File: config.mk
export PLATFORM = sky130hd
export DESIGN_NAME = dmem_access_ctrl
export DESIGN_NICKNAME = d
export VERILOG_FILES = /design/src/rtl/dmem_access_ctrl.sv
export SDC_FILE = /design/constraint.sdc
export NUM_CORES = 1
export LEC_CHECK = 0
export CORE_MARGIN = 10
export CORE_UTILIZATION = 45
export CTS_CLUSTER_DIAMETER = 80
export DETAILED_ROUTE_END_ITERATION = 7
export GPL_ROUTABILITY_DRIVEN = 0
export PLACE_DENSITY = 0.85
export SETUP_SLACK_MARGIN = 0.05
export SLEW_MARGIN = 25
export SYNTH_ARGS = -nofsm -noshare
export SYNTH_HDL_FRONTEND = slang
export SYNTH_SLANG_ARGS = --single-unit
File: constraint.sdc
create_clock -name clk_i -period 3.2 [get_ports clk_i]
set_input_delay 0.8 -clock clk_i [delete_from_list [all_inputs] [get_ports clk_i]]
set_output_delay 0.8 -clock clk_i [all_outputs]
set_load 0.005 [all_outputs]
File: src/rtl/dmem_access_ctrl.sv
// MEM-stage data-memory access sequencer: issues one req/ack transaction per
// load/store, stalls the pipeline until completion, flags timeouts, counts stalls.
module dmem_access_ctrl #(
    parameter int unsigned TIMEOUT = 64,
    parameter int unsigned CNT_W   = 16
) (
    input  logic             clk_i,
    input  logic             rst_i,
    input  logic             MemRead_i,
    input  logic             MemWrite_i,
    input  logic [31:0]      Addr_i,
    input  logic [31:0]      WData_i,
    output logic             Stall_o,
    output logic [31:0]      RData_o,
    output logic             mem_req_o,
    output logic             mem_we_o,
    output logic [31:0]      mem_addr_o,
    output logic [31:0]      mem_wdata_o,
    input  logic             mem_ack_i,
    input  logic [31:0]      mem_rdata_i,
    output logic             err_o,
    output logic [CNT_W-1:0] stall_cnt_o
);

    localparam int unsigned TMO_W = $clog2(TIMEOUT) + 1;

    typedef enum logic [1:0] {
        IDLE = 2'd0,
        BUSY = 2'd1,
        DONE = 2'd2
    } state_t;

    state_t           state;
    state_t           state_nxt;
    logic [TMO_W-1:0] tmo_cnt;
    logic             access;
    logic             stall;
    logic             tmo_hit;

    assign access  = MemRead_i | MemWrite_i;
    assign tmo_hit = (tmo_cnt == TMO_W'(TIMEOUT - 1));

    // Gated by reset so the pipeline is released the instant reset asserts,
    // even while EX/MEM still presents a memory instruction.
    assign Stall_o = rst_i & stall;

    always_ff @(posedge clk_i or negedge rst_i) begin
        if (!rst_i) begin
            state <= IDLE;
        end else begin
            state <= state_nxt;
        end
    end

    always_comb begin
        state_nxt = state;
        stall     = 1'b0;
        case (state)
            IDLE: begin
                stall = access;
                if (access) begin
                    state_nxt = BUSY;
                end
            end
            BUSY: begin
                stall = 1'b1;
                if (mem_ack_i || tmo_hit) begin
                    state_nxt = DONE;
                end
            end
            DONE: begin
                state_nxt = IDLE;
            end
            default: begin
                state_nxt = IDLE;
            end
        endcase
    end

    always_ff @(posedge clk_i or negedge rst_i) begin
        if (!rst_i) begin
            mem_req_o   <= 1'b0;
            mem_we_o    <= 1'b0;
            mem_addr_o  <= '0;
            mem_wdata_o <= '0;
            RData_o     <= '0;
            err_o       <= 1'b0;
            tmo_cnt     <= '0;
        end else begin
            case (state)
                IDLE: begin
                    if (access) begin
                        mem_req_o   <= 1'b1;
                        mem_we_o    <= MemWrite_i;
                        mem_addr_o  <= Addr_i;
                        mem_wdata_o <= WData_i;
                        tmo_cnt     <= '0;
                    end
                end
                BUSY: begin
                    // Ack wins over a timeout landing in the same cycle.
                    if (mem_ack_i) begin
                        mem_req_o <= 1'b0;
                        if (!mem_we_o) begin
                            RData_o <= mem_rdata_i;
                        end
                    end else if (tmo_hit) begin
                        mem_req_o <= 1'b0;
                        RData_o   <= '0;
                        err_o     <= 1'b1;
                    end else begin
                        tmo_cnt <= tmo_cnt + 1'b1;
                    end
                end
                default: begin
                end
            endcase
        end
    end

    always_ff @(posedge clk_i or negedge rst_i) begin
        if (!rst_i) begin
            stall_cnt_o <= '0;
        end else if (Stall_o && (stall_cnt_o != '1)) begin
            stall_cnt_o <= stall_cnt_o + 1'b1;
        end
    end

endmodule

== Yosys cells after proc, flatten, opt, wreduce, memory -nomap -nowiden ==
Cells that the tools add are included.
Storage, ports and cells
  bits in registers: 124
  bits in latches: 0
  RAM bits: 0
  bits in read-only memories: 0
  input port bits: 101
  output and inout port bits: 116
  logic and storage cells: 49
  memories: 0
Cells by class
  add/subtract/negate cells: 2
  multiply operators: 0
  divide/modulo/power cells: 0
  $lt $le $gt $ge: 0
  equality and inequality tests: 9
  shifts and indexed selects: 0
  muxes and demuxes: 15
  bitwise logic cells: 3
  reductions and logical operators: 11
Operators with widths (count)
  32-bit 2-to-1 mux: 3
  7-bit 2-to-1 mux: 3
  16-bit by 1-bit adder with 16-bit output (second input constant): 1
  16-bit != test (second input constant): 1
  7-bit case mux with 2 select lines: 1
  2-bit != test (second input constant): 5
  3-bit AND reduction: 3
  7-bit by 1-bit adder with 7-bit output (second input constant): 1
  7-bit by 6-bit equality test with 1-bit output (second input constant): 1
  2-bit 2-to-1 mux: 2
  1-bit case mux with 2 select lines: 2
  2-bit case mux with 2 select lines: 1
  2-bit AND reduction: 2
  4-bit AND reduction: 1
  2-bit nonzero test: 2
  1-bit 2-to-1 mux: 3
  3-bit != test (second input constant): 1
  2-bit by 1-bit equality test with 1-bit output (second input constant): 1
  2-bit logical NOT: 1
  1-bit bitwise AND: 1
  1-bit logical AND: 1
  1-bit logical OR: 1
  1-bit NOT: 1
  1-bit bitwise OR: 1

== Logic depth before layout (Yosys ltp) ==
Gate-level depths: netlist of the first run.
  word-level depth: 4
  depth in mapped cells: 6
  depth with buffers taken out: 5

== Worst setup path before layout of the first run ==
Ideal clock, no wire load.
  kind: input port to output port
  from: input MemWrite_i
  to: output Stall_o
  data arrival time: 1.413 ns
  required time: 2.400 ns
  path slack: 0.987 ns
  stages: 4
  buffers on the path: 1
  cell sequence: nor3_1 -> or3b_4 -> buf_6 -> inv_1
On the way
  longest elaborated chain between the ends: 3
RTL lines
  start: declaration: RTL line 10  | input logic MemWrite_i,
  1-bit bitwise OR: RTL line 40  | assign access = MemRead_i | MemWrite_i;
  1-bit case mux with 2 select lines: RTL line 58  | case (state)
  1-bit bitwise AND: RTL line 45  | assign Stall_o = rst_i & stall;
  end: declaration: RTL line 13  | output logic Stall_o,
No other way between the ends.

== Final worst setup path of the first run ==
  from: input MemRead_i
  to: output Stall_o
On the way
  longest elaborated chain between the ends: 3
RTL lines
  start: declaration: RTL line 9  | input logic MemRead_i,
  1-bit bitwise OR: RTL line 40
  1-bit case mux with 2 select lines: RTL line 58
  1-bit bitwise AND: RTL line 45
No other way between the ends.

==> impl_metrics.py, run 1 <==
metrics = {
    "min_path": {
        "min_path_type": "in2async",
    },
    "cells_and_area": {
        "nets": 670,
        "syn2layout_area_growth_pct": 60.0,
        "antenna_cells": 0,
        "drive_gt1_frac": 0.202,
        "design_area_um2": 7830,
        "stdcell_count": 720,
    },
    "power": {
        "p_leak_nw": 3.33,
        "power_frac_seq": 0.359,
        "p_int_mw": 5.43,
        "power_density_nw_per_um2": 961,
        "p_switching_mw": 2.09,
        "swShare": 0.278,
        "pwr-share-clk": 0.254,
        "ir_worst_vdd_v": 0.000584,
        "p_comb_frac": 0.388,
        "p_total_mw": 7.53,
    },
    "routing": {
        "wirelength_met1_um": 5460,
        "vias": 3695,
        "top_layer": "met4",
        "route.met2.wl_um": 7480,
        "ant_nets": 0,
        "dr.pass1.iters": 6,
        "totalWireLength_um": 14300,
        "routedWlPerCell_um": 19.9,
        "via_per_inst": 5.13,
        "dr_wl_met3_um": 1200,
        "drc_errors": 0,
        "drt-initial-drc-count": 243,
    },
    "place": {
        "dpl-instance-area_um2": 7230,
        "pre_cts_ws_ns": -0.0169,
        "dp.cells": 688,
        "portBuffers": 216,
        "hpwl_um": 10600,
    },
    "yosys": {
        "synth.cell_area_um2": 4900,
        "synth-seq-cells": 124,
        "ys_seq_area_frac": 0.634,
        "yosysWarningCount": 0,
        "synth_cell_types": 42,
        "synth_area_per_cell_um2": 14.4,
        "synth_nets": 444,
        "synthesis.instances": 341,
    },
    "timing": {
        "fin_crit_ns": 3.08,
        "tightest_slew_ns": 0.678,
        "rsz0062_at_grt": "false",
        "final_hold_viol_count": 0,
        "setup_ws_ns": 0.115,
        "worst_clock_skew_ns": 0.0105,
        "finalCritPeriodShare": 0.964,
        "setup_viol": 0,
        "fmax_mhz": 324,
        "slew_headroom": 0.548,
        "finalMaxSlewViolations": 0,
        "hold_slack_ns": 0.453,
    },
    "setup_path": {
        "setup.worst_path.end": "Stall_o",
        "crit_required_ns": 2.40,
        "worstPathCellList": "clkdlybuf4s50_1, nor3_1, or3b_4, inv_1, clkdlybuf4s50_1",
        "worstSetupPathType": "in2out",
        "max_stage_delay_ns": 0.50,
        "cp.depth": 5,
        "r2r-start": "stall_cnt_o[8]",
        "start_kind": "primary input",
        "cp_max_fo": 2,
        "critPathTopFamily": "buffers and inverters",
        "path_common_cell": "clkdlybuf4s50_1",
        "reg2reg_depth": 4,
        "crit_buf_inv": 3,
        "endpoint_kind": "output port",
        "ff2ff_setup_slack_ns": 1.32,
        "startpoint": "MemRead_i",
        "reg2reg_to": "stall_cnt_o[15]",
        "worstPathArrival_ns": 2.28,
        "cp_slowest_cell": "clkdlybuf4s50_1",
    },
    "clocking": {
        "insertion_delay_ns": 0.51,
        "cts-htree-levels": 4,
        "cts-root-buf": "clkbuf_8",
        "postCtsSetupBuffers": 0,
        "clockBufferDepth": 2,
        "clkTransAtPathRegs_ns": 0.06,
        "cts_tree": "done",
        "cts_buffers": 17,
        "cts.sinks": 124,
    },
    "die": {
        "dieArea_um2": 15500,
        "die_w_um": 124,
        "ios": 217,
        "rows": 38,
        "die_y_um": 124,
        "design.core.area_um2": 10700,
        "start_util": 0.456,
    },
    "global_route": {
        "gr-total-overflow": 0,
        "grt_pass1_vias": 4081,
        "grtUsageTotal": 0.184,
        "grt_pass1_wl_um": 23000,
        "grt_max_degree": 78,
        "antenna_found_initial": 0,
    },
    "run_status": {
        "outcome": "complete, no violations",
    },
    "run": {
        "max_cap_violations": 0,
    },
}
how the worst min path moves through the flow:
stage          start        endpoint  slack, ns  depth (start not counted)
6_report       rst_i  mem_addr_o[19]       0.45                          2
5_1_grt        rst_i  mem_addr_o[19]       0.49                          2
4_1_cts        err_o           err_o       0.46                          1
3_5_place_dp   err_o           err_o       0.44                          1
3_3_place_gp   err_o           err_o       0.45                          1
2_1_floorplan  err_o           err_o       0.45                          1
synthesized netlist by cell type:
cell type  number  area share
o21ai_1         2      0.0020
a31oi_1         3      0.0038
a21o_1          1      0.0015
nand4_1         6      0.0077
inv_1           6      0.0046
nand2_1        11      0.0084
and4_1          1      0.0018
and2_1          1      0.0013
o211ai_1        2      0.0031
nor4_1          4      0.0051
a22o_1         32       0.057
nor4b_2         1      0.0031
nor2_1          4      0.0031
nor3_1          7      0.0072
o31ai_1         1      0.0015
buf_2          10       0.010
o21a_1          1      0.0015
nand4b_1        1      0.0018
nor4_2          1      0.0026
xnor2_1         4      0.0072
mux2_2         68        0.16
or3b_4          1      0.0023
and3_1          2      0.0026
and4bb_2        1      0.0026
ha_1            2      0.0051
or4_1           1      0.0015
or2_2           1      0.0013
o21ai_0         5      0.0051
or4_4           1      0.0023
nand2b_1        1      0.0013
nand3_1        10       0.010
nor4_4          1      0.0043
o311ai_0        1      0.0018
buf_6           1      0.0023
a21boi_0        1      0.0015
mux2i_1         1      0.0020
clkbuf_1        5      0.0038
dfrtp_1       124        0.63
xor2_1          9       0.016
nor3b_1         3      0.0046
or3b_2          1      0.0018
nor2b_1         2      0.0026
routing by layer:
metal	global-route usage	up-vias
li1	-	1698
met1	0.206	1837
met2	0.312	146
met3	0.0740	14
met4	0.0589	0
met5	0	-
what timing repair did:
action | in CTS | in global routing
hold buffers | 0 | 0
resized for setup | 1 | 0
endpoints found under the setup margin | 1 | 0
sequential cells by signal, summed over array words and instances (netlist names):
signal       flops
err_o            1
tmo_cnt          7
mem_addr_o      32
RData_o         32
mem_wdata_o     32
mem_req_o        1
state            2
stall_cnt_o     16
mem_we_o         1
worst register-to-register path, delay by kind of cell, from the launching register on:
family                    cells  cell delay (ns)
and+or+nand+nor               2             0.45
DFF                           1             0.45
xor gates and xnor gates      1             0.17
AOI/OAI and AO/OA             1             0.67
cells in the final DEF, fill, tap and decap left out, types with 2 or more instances in the layout:
cell type / netlist / routed
nor2b_1: 2 / 2
ha_1: 2 / 2
dfrtp_1: 124 / 124
clkdlybuf4s50_1: 0 / 214
nand4_1: 6 / 6
o21ai_0: 5 / 5
a22o_1: 32 / 32
nand2_1: 11 / 11
bufinv_16: 0 / 3
nand3_1: 10 / 10
clkinvlp_4: 0 / 3
a31oi_1: 3 / 3
clkbuf_16: 0 / 16
mux2_2: 68 / 68
clkinv_2: 0 / 4
xor2_1: 9 / 9
inv_1: 6 / 6
xnor2_1: 4 / 4
and3_1: 2 / 2
nor3b_1: 3 / 3
nor4_1: 4 / 4
o211ai_1: 2 / 2
clkbuf_8: 0 / 4
buf_4: 0 / 6
nor3_1: 7 / 7
nor2_1: 4 / 4
power by group through the flow:
| stage | registers, mW | clock network (mW) | logic, mW |
|---|---|---|---|
| 4_1_cts | 2.71 | 1.95 | 2.99 |
| 3_5_place_dp | 2.72 | 0 | 2.96 |
| 6_report | 2.70 | 1.91 | 2.92 |
| 5_1_grt | 2.79 | 2.02 | 3.15 |
| 3_3_place_gp | 2.66 | 0 | 2.89 |
| 2_1_floorplan | 2.71 | 0 | 1.09 |
final cells by class:
class,instances,area (um2)
sequential,124,3100
inverter,6,22.5
clock buffer,21,459
multi-input combinational,195,1710
timing repair buffer,223,2230
clock inverter,11,141
tap,140,175
fill,720,2910
metrics by stage:
| step | setup TNS [ns] | util |
|---|---|---|
| finish | 0 | 0.729 |
| global route | 0 | 0.729 |
| CTS | 0 | 0.729 |
| detailed placement | -0.0169 | 0.673 |
| global placement | 0 | 0.673 |
| floorplan | 0 | - |
cells by family after synthesis:
| group | after synthesis | synth area share |
|---|---|---|
| buffers and inverters | 22 | 0.0210 |
| AO/OA/AOI/OAI | 49 | 0.0792 |
| XOR/XNOR | 13 | 0.0233 |
| AND/OR/NAND/NOR | 62 | 0.0792 |
| adder cells (fa/ha/maj) | 2 | 0.00511 |
| multiplexers | 69 | 0.158 |
| flip-flops | 124 | 0.634 |
No activity file was read; power rests on OpenSTA's default activity.
==> run 2, diff against run 1 <==
- CORE_UTILIZATION: 45 -> 40
- PLACE_DENSITY: 0.85 -> 0.77
==> run 2 against run 1 <==
Effect of this change: sequential power about the same; setup slack got worse by 0.014 ns; die area increased by 10%; largest power group unchanged.
==> impl_metrics.py, run 2 (same netlist as run 1, synthesis figures left out) <==
metrics = {
    "timing": {
        "slew_headroom": 0.466,
        "final_hold_viol_count": 0,
        "hold_slack_ns": 0.463,
        "finalCritPeriodShare": 0.968,
        "setup_viol": 0,
        "setup_ws_ns": 0.101,
        "finalMaxSlewViolations": 0,
        "rsz0062_at_grt": "false",
        "tightest_slew_ns": 0.801,
        "fin_crit_ns": 3.10,
        "fmax_mhz": 323,
        "tns_ns": 0,
        "worst_clock_skew_ns": 0.00682,
    },
    "clocking": {
        "cts-root-buf": "clkbuf_16",
        "cts.sinks": 124,
        "postCtsSetupBuffers": 0,
        "postCtsHoldBufs": 0,
        "clkTransAtPathRegs_ns": 0.05,
        "cts-htree-levels": 4,
        "cts_tree": "done",
        "clockBufferDepth": 2,
        "cts_resized": 1,
        "cts_buffers": 17,
        "insertion_delay_ns": 0.41,
    },
    "setup_path": {
        "cp.depth": 5,
        "reg2reg_to": "stall_cnt_o[15]",
        "r2r-start": "stall_cnt_o[8]",
        "critPathTopFamily": "buffers and inverters",
        "worstPathCellList": "clkdlybuf4s50_1, nor3_1, or3b_4, inv_1, clkdlybuf4s50_1",
        "crit_required_ns": 2.40,
        "max_stage_delay_ns": 0.49,
        "reg2reg_depth": 4,
        "cp_max_fo": 2,
        "ff2ff_setup_slack_ns": 1.34,
        "endpoint_kind": "output port",
        "crit_buf_inv": 3,
        "path_common_cell": "clkdlybuf4s50_1",
        "worstSetupPathType": "in2out",
        "worstPathArrival_ns": 2.30,
        "cp_slowest_cell": "clkdlybuf4s50_1",
        "start_kind": "primary input",
    },
    "routing": {
        "dr.pass1.iters": 4,
        "totalWireLength_um": 13900,
        "via_per_inst": 5.05,
        "ant_nets": 0,
        "vias": 3661,
        "routedWlPerCell_um": 19.2,
        "drc_errors": 0,
        "drt-initial-drc-count": 106,
    },
    "power": {
        "p_leak_nw": 3.28,
        "ir_worst_vdd_v": 0.000502,
        "power_density_nw_per_um2": 931,
    },
    "cells_and_area": {
        "stdcell_count": 725,
        "n_fill_cell": 959,
        "top_regs": "RData_o: 32 flops, mem_addr_o: 32 flops, mem_wdata_o: 32 flops",
        "nets": 670,
        "drive_gt1_frac": 0.185,
        "design_area_um2": 7730,
        "layout_common_cells": "clkdlybuf4s50_1 (214), dfrtp_1 (124), mux2_2 (68)",
        "syn2layout_area_growth_pct": 57.8,
        "antenna_cells": 0,
        "layout_commonest_cell": "clkdlybuf4s50_1",
    },
    "die": {
        "die_w_um": 131,
        "start_util": 0.408,
        "rows": 40,
        "die_y_um": 131,
        "ios": 217,
        "design.core.area_um2": 12000,
        "dieArea_um2": 17100,
    },
    "global_route": {
        "grt_pass1_wl_um": 21300,
        "gr-total-overflow": 0,
        "grt_max_degree": 71,
        "grtUsageTotal": 0.162,
        "grt_pass1_vias": 4068,
        "antenna_found_initial": 0,
    },
    "place": {
        "dp.cells": 695,
        "dpl-instance-area_um2": 7240,
        "portBuffers": 216,
        "pre_cts_ws_ns": -0.0110,
        "hpwl_um": 10400,
    },
    "min_path": {
        "min_path_type": "reg2reg",
        "hp-start": "err_o",
        "min_to": "err_o",
        "hold_depth": 1,
    },
    "run": {
        "max_cap_violations": 0,
    },
    "run_status": {
        "outcome": "complete, no violations",
    },
}
==> run 2: cell count changes in the layout (fill, tap and decap cells not counted), sizes merged <==
cell      previous run  this run
clkbuf              21        27
clkinvlp             3         0
bufinv               3         0
clkinv               5         3
==> run 2: worst reg2reg max path: stages (launching register included) <==
cell      delay (ns)
dfrtp_1         0.46
nand4_1         0.32
o311ai_0        0.67
nor4_1          0.13
xor2_1          0.17
==> run 2: stage by stage <==
step | power [mW] | util
6_report | 7.20 | 0.643
5_1_grt | 7.63 | 0.643
4_1_cts | 7.32 | 0.643
3_5_place_dp | 5.66 | 0.603
3_3_place_gp | 5.57 | 0.603
2_1_floorplan | 3.81 | -
==> run 2: how the worst max path moves through the flow <==
stage | start | endpoint | slack (ns)
floorplan | MemWrite_i | Stall_o | 0.99
global placement | MemWrite_i | Stall_o | -0.001
detailed placement | MemWrite_i | Stall_o | -0.01
CTS | MemRead_i | Stall_o | 0.09
global route | MemRead_i | Stall_o | 0.06
finish | MemRead_i | Stall_o | 0.10
==> run 2: final cells by class <==
type                            count  area, um2  area share
Tap cell                          147        184      0.0238
Timing Repair Buffer              223       2220       0.288
Clock buffer                       27        473      0.0612
Multi-Input combinational cell    195       1710       0.221
Inverter                            6       22.5     0.00291
Sequential cell                   124       3100       0.402
Clock inverter                      3       15.0     0.00194
==> run 2: power by group <==
group / internal (mW) / switching (mW)
Clock: 0.993 / 0.609
Combinational: 1.92 / 0.988
Sequential: 2.27 / 0.415
Total: 5.18 / 2.01
==> run 2: layer usage <==
metal	routed length, um	up-vias	track usage
met5	0	-	0
met4	249	0	0.0654
met3	1570	21	0.0870
met2	7230	139	0.277
met1	4880	1798	0.162
li1	-	1703	-
==> run 3, diff against run 2 <==
- CORE_MARGIN: 10 -> unset
==> run 3 against run 2 <==
Effect of this change: worst hold slack better by 0.0071 ns; cell count grew 0.28%; sequential share of layout area shrank 0.71 points; power rose by 4.0%; clock-buffer cell count down 4; maximum frequency up 14%; critical path type unchanged; highest routed layer unchanged.
==> impl_metrics.py, run 3 (same netlist as run 1, synthesis figures left out) <==
metrics = {
    "routing": {
        "routedWlPerCell_um": 17.0,
        "drc_errors": 0,
        "vias": 3700,
        "drt-initial-drc-count": 167,
        "via_per_inst": 5.09,
        "totalWireLength_um": 12400,
        "dr.pass1.iters": 4,
        "ant_nets": 0,
    },
    "die": {
        "ios": 217,
        "die_w_um": 113,
        "design.core.area_um2": 12000,
        "rows": 40,
        "start_util": 0.409,
        "die_y_um": 113,
        "dieArea_um2": 12700,
    },
    "run_status": {
        "outcome": "complete, no violations",
    },
    "cells_and_area": {
        "design_area_um2": 7870,
        "n_fill_cell": 900,
        "syn2layout_area_growth_pct": 60.6,
        "top_regs": "RData_o: 32 flops, mem_addr_o: 32 flops, mem_wdata_o: 32 flops",
        "drive_gt1_frac": 0.202,
        "antenna_cells": 0,
        "layout_commonest_cell": "clkdlybuf4s50_1",
        "nets": 672,
        "fin_util": 0.658,
        "layout_common_cells": "clkdlybuf4s50_1 (213), dfrtp_1 (124), mux2_2 (68)",
    },
    "timing": {
        "rsz0062_at_grt": "false",
        "fin_crit_ns": 2.73,
        "final_hold_viol_count": 0,
        "finalMaxSlewViolations": 0,
        "setup_viol": 0,
        "tns_ns": 0,
        "setup_ws_ns": 0.470,
        "tightest_slew_ns": 0.835,
        "slew_headroom": 0.444,
        "fmax_mhz": 366,
        "finalCritPeriodShare": 0.853,
        "worst_clock_skew_ns": 0.00741,
    },
    "global_route": {
        "grtUsageTotal": 0.201,
        "grt_max_degree": 66,
        "grt_pass1_wl_um": 19300,
        "grt_pass1_vias": 3756,
        "antenna_found_initial": 0,
        "gr-total-overflow": 0,
    },
    "place": {
        "portBuffers": 216,
        "pre_cts_ws_ns": 0.105,
        "hpwl_um": 8550,
        "dpl-instance-area_um2": 7250,
    },
    "min_path": {
        "min_path_type": "reg2reg",
        "hp-start": "err_o",
    },
    "clocking": {
        "cts.sinks": 124,
        "clkTransAtPathRegs_ns": 0.05,
        "cts-htree-levels": 4,
        "clockBufferDepth": 2,
        "cts-root-buf": "clkbuf_16",
        "insertion_delay_ns": 0.41,
        "cts_buffers": 17,
        "cts_tree": "done",
        "postCtsSetupBuffers": 0,
        "postCtsHoldBufs": 0,
    },
    "setup_path": {
        "worstSetupPathType": "in2out",
        "max_stage_delay_ns": 0.49,
        "crit_required_ns": 2.40,
        "startpoint": "MemWrite_i",
        "r2r-start": "stall_cnt_o[8]",
        "worstPathArrival_ns": 1.93,
        "cp_max_fo": 2,
        "start_kind": "primary input",
        "worstPathCellList": "dlymetal6s2s_1, nor3_2, or3b_4, inv_1, clkdlybuf4s50_1",
        "cp_slowest_cell": "clkdlybuf4s50_1",
        "endpoint_kind": "output port",
    },
    "power": {
        "p_total_mw": 7.49,
        "power_density_nw_per_um2": 952,
        "ir_worst_vdd_v": 0.000550,
        "p_leak_nw": 3.36,
    },
    "run": {
        "max_cap_violations": 0,
    },
}
## run 3: cell types whose count changed in the layout (fill, tap and decap cells not counted)
cell / delta
clkbuf_1: -7
bufinv_16: +3
clkbuf_8: +3
buf_4: +2
dlymetal6s2s_1: +2
clkdlybuf4s50_1: -1
clkinvlp_4: +1
dlygate4sd2_1: -1
nor3_1: -1
nor3_2: +1
## run 3: area by class of cell
cell class	count	area, um2	share of cell area
flip-flops and latches	124	3100	0.395
well taps	147	184	0.0234
inverters	6	22.5	0.00286
repair buffers	225	2240	0.285
clock inverters	7	113	0.0143
multi-input cells	195	1710	0.217
clock buffers	23	488	0.0620
## run 3: worst max-delay path, delay by kind of cell
kind                   cells  cell delay (ns)
and+or+nand+nor            2             0.46
buffers and inverters      3             0.68
## run 3: path summary, 6_finish.rpt
kind / end / slack, ns / cells past startpoint
setup / recovery: Stall_o / 0.47 / 5
max in group asynchronous: mem_wdata_o[6] / 1.26 / 3
setup reg to reg: stall_cnt_o[15] / 1.23 / 4
hold reg to reg: err_o / 0.47 / 1
min in group asynchronous: RData_o[30] / 0.60 / 2
hold / removal: err_o / 0.47 / 1
## run 3: timing repair
| item | 4_1_cts | 5_1_grt |
|---|---|---|
| gates resized for setup | 0 | 3 |
| endpoints found under the setup margin | 0 | 1 |
| endpoints found under the hold margin | 0 | 0 |
## run 3: power by group
part	total, mW	switching [mW]	leakage [nW]	internal, mW
combinational	2.86	0.932	1.56	1.93
clock	1.94	0.643	0.295	1.29
sequential	2.69	0.425	1.51	2.27
## run 3: routing by layer
metal,GRT usage,vias up,wire (um)
met5,0,-,0
met4,0.0960,0,269
met3,0.0680,22,926
met2,0.328,154,6270
met1,0.240,1826,4930
li1,-,1698,-
## run 3: metrics by stage
step                      hold WS (ns)  instances
after floorplan                  0.451        341
after global placement           0.449        697
after detailed placement         0.464        697
after CTS                        0.476        727
after global routing             0.503        727
final                            0.470        727
